<file path="src/rtl/ex_muldiv.sv">
// ex_muldiv: iterative RV32M multiply/divide unit for the EX stage.
// Multiplication is a 32-step shift-add and division a 32-step restoring
// shift-subtract, both on unsigned magnitudes. A single negate flag fixes up
// the sign at the end. The pipeline is held through stallreq until the
// registered one-cycle ready strobe.
module ex_muldiv #(
    parameter int XLEN = 32
) (
    input  logic            clk,
    input  logic            rst,
    input  logic            start,
    input  logic            annul,
    input  logic [2:0]      func3,
    input  logic [XLEN-1:0] op_a,
    input  logic [XLEN-1:0] op_b,
    output logic [XLEN-1:0] result,
    output logic            ready,
    output logic            stallreq
);

    localparam int CW = $clog2(XLEN);

    localparam logic [2:0] F_MUL    = 3'b000;
    localparam logic [2:0] F_MULH   = 3'b001;
    localparam logic [2:0] F_MULHSU = 3'b010;
    localparam logic [2:0] F_MULHU  = 3'b011;
    localparam logic [2:0] F_DIV    = 3'b100;
    localparam logic [2:0] F_DIVU   = 3'b101;
    localparam logic [2:0] F_REM    = 3'b110;
    localparam logic [2:0] F_REMU   = 3'b111;

    typedef enum logic [1:0] {
        S_IDLE = 2'd0,
        S_CALC = 2'd1,
        S_DONE = 2'd2
    } state_t;

    state_t state_reg, state_next;

    // Latched operation context
    logic [2:0]        f3_reg;
    logic [XLEN-1:0]   opnd_reg;   // multiplicand (mul) or divisor (div) magnitude
    logic [2*XLEN-1:0] acc_reg;    // product accumulator or remainder:quotient pair
    logic              neg_reg;    // final two's-complement fix-up
    logic [CW-1:0]     cnt_reg;

    logic [XLEN-1:0]   result_reg, result_next;
    logic              ready_reg, ready_next;

    // ------------------------------------------------------------------
    // Operand decode (evaluated on the ID/EX operands while in IDLE)
    // ------------------------------------------------------------------
    logic            is_div;
    logic            div_zero;
    logic [1:0]      opnd_signed;
    logic [XLEN-1:0] opnd_in  [2];
    logic [XLEN-1:0] opnd_mag [2];
    logic [1:0]      opnd_neg;
    logic            neg_start;
    logic [XLEN-1:0] dz_result;

    assign is_div   = func3[2];
    assign div_zero = is_div && (op_b == '0);

    // op_a is signed for MULH, MULHSU, DIV, REM; op_b for MULH, DIV, REM.
    // MUL is treated as unsigned: the low half of the product is identical.
    assign opnd_signed[0] = (func3 == F_MULH) || (func3 == F_MULHSU) ||
                            (func3 == F_DIV)  || (func3 == F_REM);
    assign opnd_signed[1] = (func3 == F_MULH) || (func3 == F_DIV) ||
                            (func3 == F_REM);
    assign opnd_in[0] = op_a;
    assign opnd_in[1] = op_b;

    generate
        for (genvar gi = 0; gi < 2; gi++) begin : g_mag
            assign opnd_neg[gi] = opnd_signed[gi] & opnd_in[gi][XLEN-1];
            assign opnd_mag[gi] = opnd_neg[gi] ? (~opnd_in[gi] + 1'b1) : opnd_in[gi];
        end
    endgenerate

    // Remainder takes the dividend's sign; every other result takes the
    // product/quotient sign.
    assign neg_start = (is_div && func3[1]) ? opnd_neg[0] : (opnd_neg[0] ^ opnd_neg[1]);

    // Divide by zero: all-ones quotient, dividend as remainder, any signedness.
    assign dz_result = func3[1] ? op_a : '1;

    // ------------------------------------------------------------------
    // One iteration of the datapath
    // ------------------------------------------------------------------
    logic [XLEN:0]     mul_sum;
    logic [2*XLEN-1:0] mul_step;
    logic [XLEN:0]     rem_sh;
    logic              div_ge;
    logic [XLEN-1:0]   div_diff;
    logic [2*XLEN-1:0] div_step;
    logic [2*XLEN-1:0] step;

    // Shift-add: the multiplier sits in the low half and drains out to the
    // right while the partial product grows in from the top.
    assign mul_sum  = {1'b0, acc_reg[2*XLEN-1:XLEN]} +
                      (acc_reg[0] ? {1'b0, opnd_reg} : {(XLEN+1){1'b0}});
    assign mul_step = {mul_sum, acc_reg[XLEN-1:1]};

    // Restoring division: shift the next dividend bit into the remainder and
    // subtract the divisor if it fits. The difference is below the divisor,
    // so the low XLEN bits of the subtraction are exact.
    assign rem_sh   = {acc_reg[2*XLEN-1:XLEN], acc_reg[XLEN-1]};
    assign div_ge   = rem_sh >= {1'b0, opnd_reg};
    assign div_diff = rem_sh[XLEN-1:0] - opnd_reg;
    assign div_step = div_ge ? {div_diff, acc_reg[XLEN-2:0], 1'b1}
                             : {rem_sh[XLEN-1:0], acc_reg[XLEN-2:0], 1'b0};

    assign step = f3_reg[2] ? div_step : mul_step;

    // ------------------------------------------------------------------
    // Sign fix-up and result selection on the final iteration
    // ------------------------------------------------------------------
    logic [2*XLEN-1:0] prod_fix;
    logic [XLEN-1:0]   quo_fix;
    logic [XLEN-1:0]   rem_fix;
    logic [XLEN-1:0]   final_sel;

    assign prod_fix = neg_reg ? (~step + 1'b1) : step;
    assign quo_fix  = neg_reg ? (~step[XLEN-1:0] + 1'b1) : step[XLEN-1:0];
    assign rem_fix  = neg_reg ? (~step[2*XLEN-1:XLEN] + 1'b1) : step[2*XLEN-1:XLEN];

    // Pick the architectural result for the latched operation
    always_comb begin
        final_sel = prod_fix[XLEN-1:0];
        case (f3_reg)
            F_MUL:                      final_sel = prod_fix[XLEN-1:0];
            F_MULH, F_MULHSU, F_MULHU:  final_sel = prod_fix[2*XLEN-1:XLEN];
            F_DIV, F_DIVU:              final_sel = quo_fix;
            F_REM, F_REMU:              final_sel = rem_fix;
            default:                    final_sel = prod_fix[XLEN-1:0];
        endcase
    end

    // ------------------------------------------------------------------
    // Control FSM
    // ------------------------------------------------------------------
    // Next state plus the value registered into result/ready on entry to DONE,
    // so the strobe is visible during the DONE cycle itself.
    always_comb begin
        state_next  = state_reg;
        ready_next  = 1'b0;
        result_next = result_reg;
        case (state_reg)
            S_IDLE: begin
                if (start && !annul) begin
                    if (div_zero) begin
                        state_next  = S_DONE;
                        ready_next  = 1'b1;
                        result_next = dz_result;
                    end else begin
                        state_next = S_CALC;
                    end
                end
            end
            S_CALC: begin
                if (annul || !start) begin
                    state_next = S_IDLE;
                end else if (cnt_reg == CW'(XLEN-1)) begin
                    state_next  = S_DONE;
                    ready_next  = 1'b1;
                    result_next = final_sel;
                end
            end
            S_DONE: begin
                // start is still high here for the same instruction; ignore it.
                state_next = S_IDLE;
            end
            default: begin
                state_next = S_IDLE;
            end
        endcase
    end

    // State, result and completion strobe registers
    always_ff @(posedge clk or posedge rst) begin
        if (rst) begin
            state_reg  <= S_IDLE;
            result_reg <= '0;
            ready_reg  <= 1'b0;
        end else begin
            state_reg  <= state_next;
            result_reg <= result_next;
            ready_reg  <= ready_next;
        end
    end

    // Datapath: capture the operation in IDLE, iterate in CALC
    always_ff @(posedge clk or posedge rst) begin
        if (rst) begin
            f3_reg   <= '0;
            opnd_reg <= '0;
            acc_reg  <= '0;
            neg_reg  <= 1'b0;
            cnt_reg  <= '0;
        end else begin
            case (state_reg)
                S_IDLE: begin
                    if (start && !annul) begin
                        f3_reg  <= func3;
                        neg_reg <= neg_start;
                        cnt_reg <= '0;
                        if (is_div) begin
                            opnd_reg <= opnd_mag[1];
                            acc_reg  <= {{XLEN{1'b0}}, opnd_mag[0]};
                        end else begin
                            opnd_reg <= opnd_mag[0];
                            acc_reg  <= {{XLEN{1'b0}}, opnd_mag[1]};
                        end
                    end
                end
                S_CALC: begin
                    acc_reg <= step;
                    cnt_reg <= cnt_reg + 1'b1;
                end
                default: begin
                    cnt_reg <= '0;
                end
            endcase
        end
    end

    assign result   = result_reg;
    assign ready    = ready_reg;
    assign stallreq = start & ~annul & (state_reg != S_DONE) & ~rst;

endmodule

</file>
<file path="config.mk">
export PLATFORM = sky130hd
export DESIGN_NAME = ex_muldiv
export DESIGN_NICKNAME = d
export VERILOG_FILES = /design/src/rtl/ex_muldiv.sv
export SDC_FILE = /design/constraint.sdc
export NUM_CORES = 1
export LEC_CHECK = 0
export ABC_AREA = 1
export CELL_PAD_IN_SITES_DETAIL_PLACEMENT = 2
export CELL_PAD_IN_SITES_GLOBAL_PLACEMENT = 2
export CORE_ASPECT_RATIO = 1.5
export CORE_MARGIN = 2
export CORE_UTILIZATION = 35
export CTS_CLUSTER_SIZE = 25
export DETAILED_ROUTE_END_ITERATION = 8
export GPL_ROUTABILITY_DRIVEN = 0
export GPL_TIMING_DRIVEN = 0
export PLACE_DENSITY = 0.86
export SKIP_CTS_REPAIR_TIMING = 1
export SLEW_MARGIN = 20
export SYNTH_ARGS = -nofsm -noshare
export SYNTH_HDL_FRONTEND = slang
export SYNTH_SLANG_ARGS = --single-unit
</file>
<file path="constraint.sdc">
create_clock -name clk -period 12.5 [get_ports clk]
set_clock_uncertainty 0.2 [all_clocks]
set_input_delay 3.75 -clock clk [delete_from_list [all_inputs] [get_ports clk]]
set_output_delay 3.75 -clock clk [all_outputs]
set_load 0.01 [all_outputs]
</file>
==> flow_summary.json, run 1 <==
{
  "cp_max_fo": 4,
  "core_area_um2": 47700,
  "synth_nets": 3025,
  "critPathCaptureType": "output port",
  "seq_area_frac_synth": 0.2076,
  "reg2reg_depth": 29,
  "crit_buf_inv": 3,
  "final_antenna_net_count": 0,
  "report.final.slew_viol_count": 0,
  "dieWidth_um": 183.3,
  "dieArea_um2": 50030,
  "drtIter0Drc": 1697,
  "min_path_type": "flip-flop to flip-flop",
  "h-tree-depth": 4,
  "final.period_utilization": 0.7564,
  "avgViaCountPerCell": 6.267,
  "final_common_cell": "nand2_1",
  "start_kind": "input port",
  "r2r_setup_slack_ns": 6.38,
  "fp-row-count": 98,
  "rsz0062_at_grt": "no",
  "cpMaxStageDelayCell": "clkdlybuf4s50_1",
  "worstSetupPathDepth": 6,
  "clkLatencyLatePin_ns": 0.48,
  "final.fill_count": 6020,
  "grt_usage": 0.4505,
  "multi_input_area_um2": 11230,
  "fin_crit_ns": 9.455,
  "vias": 22691,
  "drive_gt1_frac": 0.05333,
  "hold_violations": 0,
  "setup_violations": 0,
  "first_pass_iters": 5,
  "crit_chain": "clkdlybuf4s50_1, inv_1, nor2_1, o21ai_0, nor2_1, clkdlybuf4s50_1",
  "antenna_found_initial": 3,
  "cts-buffers-inserted": 17,
  "synth_area_per_cell_um2": 5.857,
  "finalNonFillerCells": 3621,
  "relSlewSlack": 0.2047,
  "nNetsFinal": 3149,
  "wire_per_inst_um": 30.96,
  "crit_path_max_incr_delay_ns": 0.56,
  "path_clk_slew_ns": 0.07,
  "route.detailed.drc": 0,
  "cts_max_path_buffers": 2,
  "io_buffers": 104,
  "setup_ws_ns": 3.045,
  "fmax_mhz": 105.8,
  "reg2reg_to": "result[26]",
  "hpwl_mm": 87.60,
  "routed_wirelength_mm": 112.1,
  "cp_top_family": "buffers and inverters",
  "yosysWarnings": 0,
  "crit_start": "start",
  "crit_required_ns": 8.55,
  "root_buffer": "clkbuf_16",
  "grt_pass1_vias": 25148,
  "synth_edf_count": 0,
  "area_growth_pct": 14.71,
  "syn-cell-area_um2": 16880,
  "ys_types": 57,
  "initial_core_util": 0.3539,
  "synth_flop_cell": "dfrtp_1",
  "status": "finished, final reports clean",
  "dp_slack_ns": 3.184,
  "finalSetupTns_ns": 0,
  "layout_common_cells": "844 x nand2_1, 445 x inv_1, 283 x nor2_1",
  "hold_path_startpoint": "result[7]",
  "async_flop_share": 1.000,
  "cts_tree": "built",
  "largest_reg_flops": 64,
  "overflow": 0,
  "syn_inst": 2882,
  "setup.worst_path.end": "stallreq",
  "r2r_start": "acc_reg[0]",
  "synth_seq_cells": 140,
  "criticalPathCategory": "input port to output port",
  "placed_cells": 3587,
  "grt_max_degree": 77,
  "maxCapViolCount": 0,
  "grt_pass1_wl_mm": 165.0,
  "tightest_slew_ns": 1.180,
  "dieHeight_um": 273.0,
  "io_pins": 105,
  "regArea_um2": 3503,
  "worstPathArrival_ns": 5.50,
  "clock-sinks": 140
}
[layout make-up]
cell class	instances	area share
Tap cell	600	0.03877
Clock buffer	21	0.02378
Multi-Input combinational cell	2186	0.5800
Buffer	93	0.02107
Timing Repair Buffer	105	0.05519
Clock inverter	11	0.009823
Inverter	463	0.09015
Sequential cell	140	0.1809
Antenna cell	2	0.0002585
[per-layer routing]
layer	up-vias	part of all wire	track usage
met1	11116	0.32	0.4260
li1	9517	-	-
met2	1314	0.47	0.7614
met3	742	0.072	0.1069
met5	-	0.00012	0
met4	2	0.14	0.4964
[Yosys cell counts, types with 18 or more instances]
library cell | number | area [um^2]
nor2_2 | 22 | 137.6
o21ai_0 | 165 | 825.8
clkbuf_1 | 62 | 232.7
a21oi_1 | 138 | 690.7
nand4_1 | 66 | 412.9
ha_1 | 70 | 875.8
o221ai_1 | 23 | 201.4
nand2_1 | 844 | 3168
nor2_1 | 283 | 1062
nand3_1 | 236 | 1181
nor3_1 | 39 | 195.2
o22ai_1 | 30 | 187.7
xor2_1 | 86 | 753.2
inv_1 | 446 | 1674
dfrtp_1 | 140 | 3503
nor2_4 | 18 | 202.7
[worst min path at each step]
stage                       to  cells after the start
finish               result[7]                      2
global route         result[7]                      2
CTS                  result[7]                      2
detailed placement   result[3]                      2
global placement    result[25]                      2
floorplan            f3_reg[0]                      2
[worst reg2reg max path, delay by kind of cell (launching register included)]
kind / cells / cell delay, ns
AO/OA/AOI/OAI: 2 / 0.79
adder cells (fa/ha/maj): 2 / 0.68
buffers and inverters: 5 / 1.19
flip-flops: 1 / 0.34
AND/OR/NAND/NOR: 20 / 2.80
[kinds of logic (layout without fill, tap and decap cells)]
| kind of cell | after synthesis | after routing | synth area share |
|---|---|---|---|
| AND/OR/NAND/NOR | 1577 | 1577 | 0.4111 |
| buffers and inverters | 556 | 693 | 0.1271 |
| AO/OA/AOI/OAI | 439 | 439 | 0.1491 |
| flip-flops | 140 | 140 | 0.2076 |
| XOR/XNOR | 98 | 98 | 0.05085 |
| adder cells (fa/ha/maj) | 72 | 72 | 0.05426 |
| other | 0 | 2 | 0 |
[through the flow]
step                      hold slack [ns]  instance area, um^2    util
after global placement             0.2658                18670  0.3914
after floorplan                    0.2478                16880       -
after detailed placement           0.2720                18710  0.3922
final                              0.2908                19360  0.4059
after CTS                          0.2951                19360  0.4058
after global routing               0.3241                19360  0.4058
Power of run 1 is left out: the tool's default activity adds up to more than one toggle a clock period on the data nets, which glitch-free logic cannot reach.
==> inputs of run 2 (changes only) <==
CORE_UTILIZATION = 30   (was 35)
PLACE_DENSITY = 0.79   (was 0.86)
clock period = 7.9 ns   (was 12.5 ns; I/O delays follow)
==> run 2 against run 1 <==
Worst hold slack better by 0.0025 ns. Sequential cell count unchanged. First-iteration DRC count down 26%. Die area up 16%. Setup slack worse by 1.7 ns. Final cell count up 2.8%. Core utilization down 5.7 points. Count of clock-buffer cells in the layout down 3. Register-to-register slack worse by 4.4 ns. Routed wire length down 6.5%. Critical endpoint unchanged. Largest cell class unchanged.
==> flow_summary.json, run 2 (synthesized netlist as in run 1, its figures left out) <==
{
  "status": "finished, final reports clean",
  "cp_max_fo": 4,
  "crit_required_ns": 5.33,
  "drive_gt1_frac": 0.05366,
  "fmax_mhz": 152.7,
  "route.detailed.drc": 0,
  "dieHeight_um": 294.5,
  "worstPathArrival_ns": 3.98,
  "timing.hold.ws_ns": 0.2933,
  "cts-buffers-inserted": 17,
  "final.period_utilization": 0.8292,
  "grt_pass1_wl_mm": 152.9,
  "fin_crit_ns": 6.551,
  "cts_tree": "built",
  "rsz0062_at_grt": "no",
  "grt_pass1_vias": 23920,
  "hold_violations": 0,
  "nNetsFinal": 3149,
  "io_pins": 105,
  "area_growth_pct": 15.06,
  "overflow": 0,
  "dieWidth_um": 197.7,
  "avgViaCountPerCell": 5.740,
  "routed_wirelength_mm": 104.9,
  "initial_core_util": 0.3030,
  "setup_violations": 0,
  "drtIter0Drc": 1253,
  "vias": 21360,
  "path_clk_slew_ns": 0.08,
  "hpwl_mm": 88.70,
  "tightest_slew_ns": 1.148,
  "maxCapViolCount": 0,
  "cts_max_path_buffers": 2,
  "relSlewSlack": 0.2347,
  "postLayoutCoreUtil": 0.3486,
  "clkLatencyLatePin_ns": 0.46,
  "clock-sinks": 140,
  "largest_reg_flops": 64,
  "final_antenna_net_count": 0,
  "dieArea_um2": 58210,
  "num_antenna_cells": 0,
  "report.final.slew_viol_count": 0,
  "start_kind": "input port",
  "first_pass_iters": 6,
  "finalNonFillerCells": 3721,
  "criticalPathCategory": "input port to output port",
  "placed_cells": 3689,
  "critPathCaptureType": "output port",
  "core_area_um2": 55700,
  "min_path_type": "flip-flop to flip-flop",
  "final_common_cell": "nand2_1",
  "fp-row-count": 106,
  "wire_per_inst_um": 28.18,
  "antenna_found_initial": 0,
  "grt_usage": 0.3626,
  "io_buffers": 104,
  "root_buffer": "clkbuf_16",
  "h-tree-depth": 4,
  "grt_max_degree": 102,
  "layout_common_cells": "844 x nand2_1, 445 x inv_1, 283 x nor2_1"
}
-- run 2: cell types whose count changed in the layout (fill, tap and decap cells not counted), sizes merged --
cell,before,now
inv,462,467
bufinv,5,2
clkbuf,83,80
clkinvlp,1,3
diode,2,0
clkinv,6,5
-- run 2: final timing paths --
kind	from	end	slack (ns)	cells past startpoint
setup / recovery	start	stallreq	1.35	6
hold / removal	result[25]	result[25]	0.29	2
setup reg to reg	acc_reg[0]	result[26]	1.97	29
hold reg to reg	result[25]	result[25]	0.29	2
max in group asynchronous	rst	opnd_reg[9]	4.51	3
min in group asynchronous	rst	state_reg[1]	2.13	2
-- run 2: area by class of cell --
| cell class | instances | area, um^2 |
|---|---|---|
| Sequential cell | 140 | 3503 |
| Timing Repair Buffer | 105 | 1069 |
| Clock buffer | 18 | 429.2 |
| Buffer | 93 | 407.9 |
| Tap cell | 702 | 878.3 |
| Fill cell | 7122 | 36280 |
| Multi-Input combinational cell | 2186 | 11230 |
| Inverter | 463 | 1745 |
| Clock inverter | 14 | 157.7 |
-- run 2: routing by layer --
layer,vias up,GRT usage,share of wire
li1,9528,-,-
met1,10507,0.3472,0.34
met2,852,0.6424,0.49
met3,473,0.04875,0.043
met4,0,0.3855,0.13
met5,-,0,0
-- run 2: critical path, cell delays in order --
cell and delay, ns:
clkdlybuf4s50_1 0.46, inv_1 0.04, nor2_1 0.24, o21ai_0 0.19
nor2_1 0.14, clkdlybuf4s50_1 0.55
-- run 2: stage by stage --
| step | setup TNS [ns] | area, um^2 | worst slack (ns) |
|---|---|---|---|
| after detailed placement | 0 | 18830 | 1.140 |
| after global routing | 0 | 19420 | 1.242 |
| final | 0 | 19420 | 1.349 |
| after global placement | -81.29 | 18800 | -0.5961 |
| after floorplan | 0 | 16880 | 1.577 |
| after CTS | 0 | 19420 | 1.334 |
Power of run 2 is left out for the same reason.
